File: config.mk
export PLATFORM = sky130hd
export DESIGN_NAME = key_event_ctrl
export DESIGN_NICKNAME = d
export VERILOG_FILES = /design/src/rtl/key_event_ctrl.sv
export SDC_FILE = /design/constraint.sdc
export NUM_CORES = 1
export LEC_CHECK = 0
export CORE_AREA = 2 2 85 107
export DETAILED_ROUTE_END_ITERATION = 8
export DIE_AREA = 0 0 87 109
export GPL_TIMING_DRIVEN = 0
export PLACE_DENSITY = 0.78
export SYNTH_ARGS = -nofsm -noshare
export SYNTH_HDL_FRONTEND = slang
export SYNTH_SLANG_ARGS = --single-unit
export TNS_END_PERCENT = 10
File: constraint.sdc
create_clock -name clk -period 2.38 [get_ports clk]
set_input_delay 0.476 -clock clk [delete_from_list [all_inputs] [get_ports clk]]
set_output_delay 0.476 -clock clk [all_outputs]
set_load 0.01 [all_outputs]
File: src/rtl/key_event_ctrl.sv
// rtl/key_event_ctrl.sv - push-button synchroniser/debouncer with W1C event register and maskable irq
// Release events are built only when KEY_EVENT_RELEASE_EN is defined.
module key_event_ctrl #(
  parameter int N_KEYS         = 8,
  parameter int TICK_DIV       = 250000,
  parameter int STABLE_SAMPLES = 4
) (
  input  logic              clk,
  input  logic              reset,
  input  logic [N_KEYS-1:0] user_key,
  input  logic [1:0]        addr,
  input  logic              we,
  input  logic [31:0]       wdata,
  output logic [31:0]       rdata,
  output logic              irq
);
  localparam int CW = $clog2(TICK_DIV);

  logic [N_KEYS-1:0]         key_meta_q, key_sync_q, key_pressed;
  logic [CW-1:0]             tick_cnt_q, tick_cnt_d;
  logic                      tick;
  logic [STABLE_SAMPLES-1:0] hist_q [N_KEYS];
  logic [STABLE_SAMPLES-1:0] hist_d [N_KEYS];
  logic [N_KEYS-1:0]         state_q, state_d, state_prev_q;
  logic [N_KEYS-1:0]         press_pend_q, press_pend_d;
  logic [N_KEYS-1:0]         mask_q, mask_d;
  logic [1:0]                ctrl_q, ctrl_d;
  logic                      irq_q, irq_d;
  logic [31:0]               rdata_q, rdata_d;
  logic                      wr_pend, wr_mask, wr_ctrl, irq_hit;
  logic                      unused_wdata;
`ifdef KEY_EVENT_RELEASE_EN
  logic [N_KEYS-1:0]         rel_pend_q, rel_pend_d;
  logic [N_KEYS-1:0]         rel_mask_q, rel_mask_d;
`endif

  assign key_pressed  = ~key_sync_q;
  assign wr_pend      = we && (addr == 2'd1);
  assign wr_mask      = we && (addr == 2'd2);
  assign wr_ctrl      = we && (addr == 2'd3);
  assign unused_wdata = ^wdata;
  assign rdata        = rdata_q;
  assign irq          = irq_q;

  // FREEZE stalls the divider, which in turn holds every history and STATE.
  always_comb begin
    tick_cnt_d = tick_cnt_q;
    tick       = 1'b0;
    if (!ctrl_q[1]) begin
      if (tick_cnt_q == CW'(TICK_DIV - 1)) begin
        tick_cnt_d = '0;
        tick       = 1'b1;
      end else begin
        tick_cnt_d = tick_cnt_q + CW'(1);
      end
    end
  end

  always_comb begin
    state_d = state_q;
    for (int i = 0; i < N_KEYS; i++) begin
      hist_d[i] = hist_q[i];
      if (tick) begin
        hist_d[i] = {hist_q[i][STABLE_SAMPLES-2:0], key_pressed[i]};
        if (&hist_d[i]) begin
          state_d[i] = 1'b1;
        end else if (~|hist_d[i]) begin
          state_d[i] = 1'b0;
        end
      end
    end
  end

  // Clear is applied before set so a same-cycle event survives the write.
  always_comb begin
    press_pend_d = press_pend_q;
    mask_d       = mask_q;
    ctrl_d       = ctrl_q;
    if (wr_pend) press_pend_d = press_pend_d & ~wdata[N_KEYS-1:0];
    press_pend_d = press_pend_d | (state_q & ~state_prev_q);
    if (wr_mask) mask_d = wdata[N_KEYS-1:0];
    if (wr_ctrl) ctrl_d = wdata[1:0];
    irq_hit = |(press_pend_q & mask_q);
`ifdef KEY_EVENT_RELEASE_EN
    rel_pend_d = rel_pend_q;
    rel_mask_d = rel_mask_q;
    if (wr_pend) rel_pend_d = rel_pend_d & ~wdata[16 +: N_KEYS];
    rel_pend_d = rel_pend_d | (~state_q & state_prev_q);
    if (wr_mask) rel_mask_d = wdata[16 +: N_KEYS];
    irq_hit = irq_hit | (|(rel_pend_q & rel_mask_q));
`endif
    irq_d = ctrl_q[0] & irq_hit;
  end

  always_comb begin
    rdata_d = '0;
    case (addr)
      2'd0: rdata_d[N_KEYS-1:0] = state_q;
      2'd1: begin
        rdata_d[N_KEYS-1:0] = press_pend_q;
`ifdef KEY_EVENT_RELEASE_EN
        rdata_d[16 +: N_KEYS] = rel_pend_q;
`endif
      end
      2'd2: begin
        rdata_d[N_KEYS-1:0] = mask_q;
`ifdef KEY_EVENT_RELEASE_EN
        rdata_d[16 +: N_KEYS] = rel_mask_q;
`endif
      end
      default: rdata_d[1:0] = ctrl_q;
    endcase
  end

  always_ff @(posedge clk) begin
    if (reset) begin
      key_meta_q   <= '1;
      key_sync_q   <= '1;
      tick_cnt_q   <= '0;
      for (int i = 0; i < N_KEYS; i++) hist_q[i] <= '0;
      state_q      <= '0;
      state_prev_q <= '0;
      press_pend_q <= '0;
      mask_q       <= '0;
      ctrl_q       <= '0;
      irq_q        <= 1'b0;
      rdata_q      <= '0;
`ifdef KEY_EVENT_RELEASE_EN
      rel_pend_q   <= '0;
      rel_mask_q   <= '0;
`endif
    end else begin
      key_meta_q   <= user_key;
      key_sync_q   <= key_meta_q;
      tick_cnt_q   <= tick_cnt_d;
      for (int i = 0; i < N_KEYS; i++) hist_q[i] <= hist_d[i];
      state_q      <= state_d;
      state_prev_q <= state_q;
      press_pend_q <= press_pend_d;
      mask_q       <= mask_d;
      ctrl_q       <= ctrl_d;
      irq_q        <= irq_d;
      rdata_q      <= rdata_d;
`ifdef KEY_EVENT_RELEASE_EN
      rel_pend_q   <= rel_pend_d;
      rel_mask_q   <= rel_mask_d;
`endif
    end
  end
endmodule
Word level (Yosys, flattened, before mapping) --
Memory sizes are Yosys's and may differ from the RTL's. Index checks and enable logic that the tools add are counted.
Word-level totals: bits in registers 101, latch bits 0, bits in writable memories 32, ROM bits 0, input bits 45, output and inout port bits 33, word-level logic and storage cells 118, memories kept 1
Memories:
- hist_q | words 8, bits a word 4, rd ports 8, clocked after Yosys merged registers in 0, wr ports 8, line 22 | logic [STABLE_SAMPLES-1:0] hist_q [N_KEYS];
Cells by class: $add $sub $neg 1, multiply operators 0, div/mod/pow operators 0, $lt $le $gt $ge 0, equality and inequality tests 12, shifts and indexed selects 0, mux-type cells 41, bitwise gates (word level) 16, reductions and logical operators 29
Operators with widths (number):
- $mux W4 | 16
- $reduce_and A4 Y1 | 8
- $reduce_or A4 Y1 | 8
- $and A8 B8 Y8 | 3
- $not A8 Y8 | 3
- $mux W1 | 21
- $add A18 B1 Y18 const B | 1
- $eq A18 B18 Y1 const B | 1
- $mux W18 | 1
- $pmux W6 S3 | 1
- $ne A2 B2 Y1 const B | 8
- $reduce_and A2 Y1 | 8
- $mux W8 | 1
- $or A1 B1 Y1 | 8
- $or A8 B8 Y8 | 1
- $reduce_or A8 Y1 | 1
- $pmux W2 S3 | 1
- $eq A2 B2 Y1 const B | 2
- $logic_and A1 B1 Y1 | 3
- $eq A2 B1 Y1 const B | 1
- $logic_not A2 Y1 | 1
- $and A1 B1 Y1 | 1

Longest topological paths before layout --
depth after elaboration 5, depth in mapped cells 7, depth with buffers taken out 5

Least setup slack after synthesis --
No wires, ideal clock.
path kind register -> register, start register ctrl_q[1], end register tick_cnt_q[17], setup time 0.114 ns, arrival 1.782 ns, required time 2.266 ns, path slack 0.484 ns, stages on the path, launching flop included 6, buffers on the path 1, clock period less this slack 1.896 ns, path through dfxtp_1 -> buf_4 -> nand4b_2 -> nor4_1 -> mux2_2 -> a2111oi_0
RTL lines:
- from (decl) | line 27 | logic [1:0] ctrl_q, ctrl_d;
- from (signal assigned) | line 141 | ctrl_q <= ctrl_d;
- to (signal assigned) | line 135 | tick_cnt_q <= tick_cnt_d;
- to (decl) | line 20 | logic [CW-1:0] tick_cnt_q, tick_cnt_d;

==> impl_metrics.py <==
metrics = {
    "clock_network": {
        "numCtsBuffers": 9,
        "cts_tree": "built",
        "cts_resized": 0,
        "h-tree-depth": 3,
        "cts_buffer_depth": 2,
        "hold_buffers": 0,
        "cts.sinks": 101,
        "cts_setup_buffers": 0,
        "cts_root_buffer": "clkbuf_8",
        "clock_latency_ps": 360,
        "clkTransAtPathRegs_ps": 100,
    },
    "sta": {
        "min_period_ps": 2180,
        "slew_headroom": 0.574,
        "slew_viol_final": 0,
        "min_period_over_period": 0.915,
        "fmax_mhz": 459,
        "worst_hold_slack_ps": 417,
        "tightest_slew_ps": 640,
        "setup_viol": 0,
        "rsz0062_at_grt": "false",
        "skew_ps": 16.7,
        "hold_viol_final": 0,
    },
    "synth": {
        "synthesis.area_um2": 4330,
        "syn_inst": 450,
        "synth_top_area_cell": "dfxtp_1",
        "synth_top_area_frac": 0.467,
        "synth.area.top_cells": "dfxtp_1 (47%), mux2i_1 (8.1%), buf_4 (4.7%)",
        "yosysSeqAreaShare": 0.467,
        "yosys_warnings": 0,
        "async_reset_ff_frac": 0,
        "synth.distinct_cells": 49,
        "synth_ff_type": "dfxtp_1",
        "ys_ff_latch": 101,
        "avgSynthCellArea_um2": 9.61,
        "synth_edf_count": 0,
    },
    "critical_path": {
        "r2r-start": "ctrl_q[1]",
        "worstPathArrival_ps": 2410,
        "path_class": "flip-flop to flip-flop",
        "cp.required_ps": 2610,
        "worst_setup_path_start_kind": "flip-flop",
        "r2r_slack_ps": 200,
        "ff2ff_path_depth": 5,
        "cp-end-kind": "flip-flop",
        "cp_max_fo": 9,
        "r2r_end": "tick_cnt_q[17]",
    },
    "worst_hold_path": {
        "holdPathEnd": "key_sync_q[3]",
        "min_path_cells": 1,
        "hp-class": "flip-flop to flip-flop",
        "min_from": "key_meta_q[3]",
    },
    "route": {
        "vias_per_cell": 5.14,
        "drc": 0,
        "routed_wl_mm": 8.18,
        "drtIter0Drc": 142,
        "ant_nets": 0,
        "wl_per_cell_um": 13.2,
        "dr.pass1.iters": 4,
        "vias": 3174,
    },
    "die": {
        "ioPinCount": 78,
        "core_area_um2": 8510,
        "rows": 38,
        "die_h_um": 109,
        "dieArea_um2": 9480,
        "start_util": 0.508,
        "die_w_um": 87,
    },
    "place": {
        "place.gp.congestion": 0.883,
        "hpwl_mm": 5.96,
        "port-buffer-count": 29,
    },
    "layout": {
        "antenna_cells": 0,
        "layout_commonest_cell": "dfxtp_1",
        "nFillCells": 759,
        "areaGrowthSynthToFinish_pct": 15.8,
        "final_nets": 559,
        "layout_common_cells": "dfxtp_1 (101), nor2_1 (49), mux2i_1 (35)",
        "drive_gt1_frac": 0.147,
    },
    "global_route": {
        "grt_max_degree": 19,
        "grt_pass1_vias": 2958,
        "gr-total-overflow": 0,
        "grt_usage": 0.184,
        "antenna_found_initial": 0,
        "grt_pass1_wl_mm": 13.8,
    },
    "power_and_ir_drop": {
        "p_leak_nw": 1.91,
        "power_mw": 2.92,
        "ir_worst_vdd_mv": 0.241,
        "p_per_area_nw_per_um2": 583,
    },
    "run_status": {
        "status": "finished clean",
    },
    "run": {
        "max_cap_viol_count": 0,
    },
}
report_power, final:
part	total (mW)	switching, mW	internal (mW)
combinational	0.199	0.0959	0.103
sequential	1.73	0.0159	1.71
clock	0.993	0.594	0.399
total	2.92	0.705	2.22
per-layer routing:
metal,GRT usage,vias up,wire length [um]
met2,0.320,68,4020
li1,-,1632,-
met5,0,-,0
met4,0.0703,0,170
met3,0.0371,16,306
met1,0.221,1458,3680
through the flow:
stage | setup WS (ps) | area [um2] | util | instances | setup TNS, ps
global placement | -108 | 4830 | 0.567 | 602 | -842
detailed placement | -95.6 | 4830 | 0.567 | 602 | -675
global route | 64.9 | 5010 | 0.589 | 618 | 0
finish | 203 | 5010 | 0.589 | 618 | 0
floorplan | 484 | 4410 | - | 473 | 0
CTS | 183 | 5010 | 0.589 | 618 | 0
synthesized netlist by cell type (3+ instances only):
| library cell | instances |
|---|---|
| nand2_1 | 12 |
| buf_2 | 3 |
| a211oi_1 | 8 |
| or2_2 | 16 |
| a21oi_1 | 31 |
| nor4_1 | 6 |
| nor2b_1 | 20 |
| nand3_1 | 21 |
| clkbuf_1 | 14 |
| nor4b_1 | 8 |
| buf_4 | 27 |
| nor2_1 | 49 |
| xnor2_1 | 12 |
| o21ai_0 | 8 |
| inv_1 | 4 |
| mux2i_1 | 35 |
| nor3_1 | 4 |
| nand2b_1 | 24 |
| and4b_1 | 10 |
| dfxtp_1 | 101 |
kinds of logic after synthesis:
group / after synthesis / share of synthesized area
multiplexers: 38 / 0.0940
other: 1 / 0.000867
XOR/XNOR: 14 / 0.0283
flip-flops: 101 / 0.467
adder cells (fa/ha/maj): 1 / 0.00289
AND/OR/NAND/NOR: 187 / 0.255
buffers and inverters: 54 / 0.0790
AO/OA/AOI/OAI: 54 / 0.0723
sequential cells by signal (all words and copies together) (netlist names):
name / flops
ctrl_q: 2
key_sync_q: 8
state_q: 8
rdata: 8
press_pend_q: 8
mask_q: 8
irq: 1
state_prev_q: 8
tick_cnt_q: 18
key_meta_q: 8
hist_q: 24
critical path, cell delays in order, from the launching register on:
cell and delay (ps):
dfxtp_1 310, buf_4 160, nand4b_2 330, nor4_1 540, mux2_2 390, a2111oi_0 320
final cells by class:
cell class / count / area [um2] / share of cell area
flip-flops and latches: 101 / 2020 / 0.404
inverters: 4 / 15.0 / 0.00300
clock buffers: 10 / 128 / 0.0255
repair buffers: 29 / 290 / 0.0580
plain buffers: 50 / 327 / 0.0652
clock inverters: 6 / 53.8 / 0.0107
multi-input cells: 318 / 2050 / 0.409
well taps: 100 / 125 / 0.0250
how the worst max path moves through the flow:
stage	start	endpoint	slack (ps)	depth (start not counted)
floorplan	ctrl_q[1]	tick_cnt_q[17]	480	5
global placement	addr[0]	mask_q[0]	-110	6
detailed placement	addr[0]	mask_q[2]	-100	6
CTS	ctrl_q[1]	tick_cnt_q[17]	180	5
global route	ctrl_q[1]	tick_cnt_q[17]	60	5
finish	ctrl_q[1]	tick_cnt_q[17]	200	5
(Power assumes the default switching activity.)
==> RTL edit 1: new RTL, config.mk and constraints unchanged <==
Compare `tick_cnt_q` against `CW'(TICK_DIV - 1)` with >= in place of ==.
--- a/src/rtl/key_event_ctrl.sv
+++ b/src/rtl/key_event_ctrl.sv
@@ -47,7 +47,7 @@
     tick_cnt_d = tick_cnt_q;
     tick       = 1'b0;
     if (!ctrl_q[1]) begin
-      if (tick_cnt_q == CW'(TICK_DIV - 1)) begin
+      if (tick_cnt_q >= CW'(TICK_DIV - 1)) begin
         tick_cnt_d = '0;
         tick       = 1'b1;
       end else begin
Formal check against the unedited RTL: same outputs for any inputs over 10 cycles, from zero or initial values and one cycle with reset high; that may be too few to reach the edited logic, so the function may still have changed.
==> RTL edit 1 against the original RTL <==
Cell area up 0.27%. Routed wire length grew 11%. Sequential cell count unchanged. Sequential share of layout area fell by 0.11 points. Power rose by 6.1%. Sequential power about the same. Setup slack lost 0.012 ns. Synthesized area shrank 0.58%. Critical path type is now in -> reg.
==> RTL edit 1: results (changes against the original RTL) <==
[outcome]
status=finished, final reports clean  ; unchanged

[finish]
num-fill-cells=751  ; was 759
fin_util_pct=59.0  ; was 58.9%
drive_gt1_share_pct=12.9  ; was 14.7%
fin_nets=568  ; was 559
final-instance-count-excl-fill=627  ; was 618
largestRegisters=hist_q: 24 flops, tick_cnt_q: 18 flops  ; unchanged

[placement]
port_buffers=28  ; was 29
dp_slack_ns=-0.151  ; was -0.0956 ns
gp_congestion=0.855  ; was 0.883
dp_hpwl_um=6610  ; was 5960 µm
place_area_um2=4790  ; was 4830 µm²
dp.cells=611  ; was 602

[pwr]
internal_power_mw=2.43  ; was 2.22 mW
vdd_drop_max_v=0.000372  ; was 0.000241 V
pg_clk_mw=1.18  ; was 0.993 mW
powerDensity_nw_per_um2=617  ; was 583 nW/µm²
p_leak_nw=1.84  ; was 1.91 nW

[logic_synthesis]
synth.area.top_cells=dfxtp_1 47%, o211ai_1 7.0%, a21oi_1 5.2%  ; was dfxtp_1 47%, mux2i_1 8.1%, buf_4 4.7%
synth_commonest_cells=101 x dfxtp_1, 45 x a21oi_1, 40 x o211ai_1  ; was 101 x dfxtp_1, 49 x nor2_1, 35 x mux2i_1
postSynth.asyncResetShare_pct=0  ; unchanged
synth_flop_cell=dfxtp_1  ; unchanged
synthCells=460  ; was 450
ys_seq_area_share_pct=47.0  ; was 46.7%
synth.distinct_cells=44  ; was 49

[detailed_routing]
vias_per_cell=5.65  ; was 5.14
routedWlPerCell_um=14.4  ; was 13.2 µm
drt_iter0_drc=170  ; was 142

[sta]
tightest_slew_ns=0.879  ; was 0.640 ns
fin_skew_ns=0.00869  ; was 0.0167 ns

[clocking]
clock_path_buffers=2  ; unchanged
cts_root_buf=clkbuf_8  ; unchanged

[grt]
grt_max_degree=17  ; was 19
grt_use_total_pct=20.6  ; was 18.4%
grt_pass1_vias=3362  ; was 2958
grt_pass1_wl_um=15100  ; was 13800 µm

[critical_path]
slowest_delay_ns=0.47  ; was 0.54 ns
path_max_fanout=10  ; was 9
cp_top_family=buffers and inverters  ; was simple AND/OR/NAND/NOR gates
cp_slowest_cell=clkdlybuf4s50_1  ; was nor4_1

[RTL edit 1: final cells by class]
type	count	area share [%]
multi-input cells	322	40.7
flip-flops and latches	101	40.3
plain buffers	54	6.08
repair buffers	28	5.58
clock buffers	11	2.82
well taps	100	2.49
clock inverters	5	1.67
inverters	6	0.448
[RTL edit 1: path summary, 6_finish.rpt]
| check | from | to | cells after the start | slack [ns] |
|---|---|---|---|---|
| max | addr[1] | mask_q[4] | 6 | 0.19 |
| min | key_meta_q[2] | key_sync_q[2] | 1 | 0.41 |
| max reg2reg | tick_cnt_q[0] | tick_cnt_q[16] | 6 | 0.20 |
| min reg2reg | key_meta_q[2] | key_sync_q[2] | 1 | 0.41 |
[RTL edit 1: repair_timing]
| item | CTS | global route |
|---|---|---|
| resized for setup | 0 | 1 |
| setup buffers | 0 | 0 |
| setup endpoints to repair | 0 | 6 |
[RTL edit 1: cell families (layout without fill, tap and decap cells)]
| group | after synthesis | after routing | synth area share (%) |
|---|---|---|---|
| AND/OR/NAND/NOR | 151 | 151 | 20.0 |
| XOR/XNOR | 10 | 10 | 2.04 |
| AO/OA/AOI/OAI | 125 | 125 | 19.8 |
| multiplexers | 11 | 11 | 3.14 |
| buffers and inverters | 60 | 104 | 7.62 |
| adder cells (fa/ha/maj) | 1 | 1 | 0.291 |
| flip-flops | 101 | 101 | 47.0 |
| other | 1 | 24 | 0.0872 |
[RTL edit 1: routing by layer]
| metal | GRT usage (%) | vias up | share of wire (%) | wire [µm] |
|---|---|---|---|---|
| li1 | - | 1746 | - | - |
| met1 | 22.1 | 1646 | 40 | 3650 |
| met2 | 36.5 | 124 | 50 | 4550 |
| met3 | 3.86 | 24 | 5.5 | 493 |
| met4 | 13.4 | 0 | 3.8 | 347 |
| met5 | 0 | - | 0 | 0 |
==> RTL edit 2: new RTL, same flow settings <==
Without the edit above. Set the parameter `TICK_DIV` to 125000 (it was 250000).
--- a/src/rtl/key_event_ctrl.sv
+++ b/src/rtl/key_event_ctrl.sv
@@ -2,7 +2,7 @@
 // Release events are built only when KEY_EVENT_RELEASE_EN is defined.
 module key_event_ctrl #(
   parameter int N_KEYS         = 8,
-  parameter int TICK_DIV       = 250000,
+  parameter int TICK_DIV       = 125000,
   parameter int STABLE_SAMPLES = 4
 ) (
   input  logic              clk,
Function: no difference found for any inputs over 10 cycles, from zero or initial values and one cycle with reset high; that may be too few to reach the edited logic, so the function may still have changed.
==> RTL edit 2 against the original RTL <==
Register-to-register slack better by 0.22 ns. Clock skew barely moved. Power is 3.7% higher. Hold slack worse by 0.0021 ns. Routed wire length is 3.4% higher. Via count increased by 0.50%. Cell area up 0.70%. Setup slack worse by 0.020 ns. Synthesized cell count fell by 0.89%. Critical path depth did not move. Final cell count decreased by 0.65%. Synthesized area is 0.23% higher. Sequential cell count fell by 1.
==> RTL edit 2: results (changes against the original RTL) <==
[outcome]
status=finished, final reports clean  ; unchanged

[grt]
grt_util_met2_pct=32.7  ; was 32.0%
met1_usage_pct=22.0  ; was 22.1%
use_met3_pct=3.94  ; was 3.71%
grt_pass1_wl_um=14200  ; was 13800 µm
grt_use_total_pct=19.1  ; was 18.4%
grt_pass1_vias=3102  ; was 2958

[detailed_routing]
wl_met3_um=315  ; was 306 µm
route.met2.wl_um=4360  ; was 4020 µm
wl_met1_um=3600  ; was 3680 µm

[finish]
multi_input_area_share_pct=40.2  ; was 40.9%
multi_input_comb_cells=315  ; was 318
largestRegisters=hist_q: 24 flops, tick_cnt_q: 17 flops  ; was hist_q: 24 flops, tick_cnt_q: 18 flops
finalInstanceArea_um2=5040  ; was 5010 µm²
clk_share_pct=4.09  ; was 3.62%
register_area_um2=2000  ; was 2020 µm²
n_all_buffers=80  ; was 79
num-fill-cells=736  ; was 759
buf_share_pct=13.3  ; was 12.3%

[logic_synthesis]
synthCells=446  ; was 450
synth.distinct_cells=47  ; was 49
synth.area.top_cells=dfxtp_1 46%, mux2i_1 7.6%, buf_4 4.7%  ; was dfxtp_1 47%, mux2i_1 8.1%, buf_4 4.7%

[critical_path]
path_max_fanout=10  ; was 9
cp_top_family=buffers and inverters  ; was simple AND/OR/NAND/NOR gates
cp_slowest_cell=clkdlybuf4s50_1  ; was nor4_1
ff2ff_setup_slack_ns=0.42  ; was 0.20 ns
r2r-start=tick_cnt_q[0]  ; was ctrl_q[1]

[hold_path]
min_to=key_sync_q[4]  ; was key_sync_q[3]

[placement]
dp.cells=598  ; was 602
dp_slack_ns=-0.242  ; was -0.0956 ns
gp_congestion=0.822  ; was 0.883

[pwr]
p_leak_nw=1.92  ; was 1.91 nW

[sta]
fin_skew_ns=0.0169  ; was 0.0167 ns
tightest_slew_ns=0.677  ; was 0.640 ns

[clocking]
clock_latency_ns=0.38  ; was 0.36 ns

-- RTL edit 2: cell count changes after synthesis, moves of 3 or more --
cell      change
clkbuf_1      -4
nand3_1       -3
nand4_1       +5
buf_6         +5
a21oi_1       -3
-- RTL edit 2: logic make-up after synthesis --
| kind of cell | Yosys count | share of synthesized area [%] |
|---|---|---|
| AOI/OAI and AO/OA | 52 | 7.30 |
| xor gates and xnor gates | 16 | 3.23 |
| adders and majority gates | 1 | 0.289 |
| buffers and inverters | 54 | 9.03 |
| DFF | 100 | 46.2 |
| muxes | 35 | 8.66 |
| other | 1 | 0.0865 |
| and+or+nand+nor | 187 | 25.2 |
-- RTL edit 2: power groups by stage --
stage	Combinational (mW)	Sequential, mW	Clock, mW
after floorplan	0.134	1.75	0
after global placement	0.197	1.75	0
after detailed placement	0.200	1.75	0
after CTS	0.201	1.71	1.15
after global routing	0.220	1.72	1.21
final	0.202	1.71	1.12
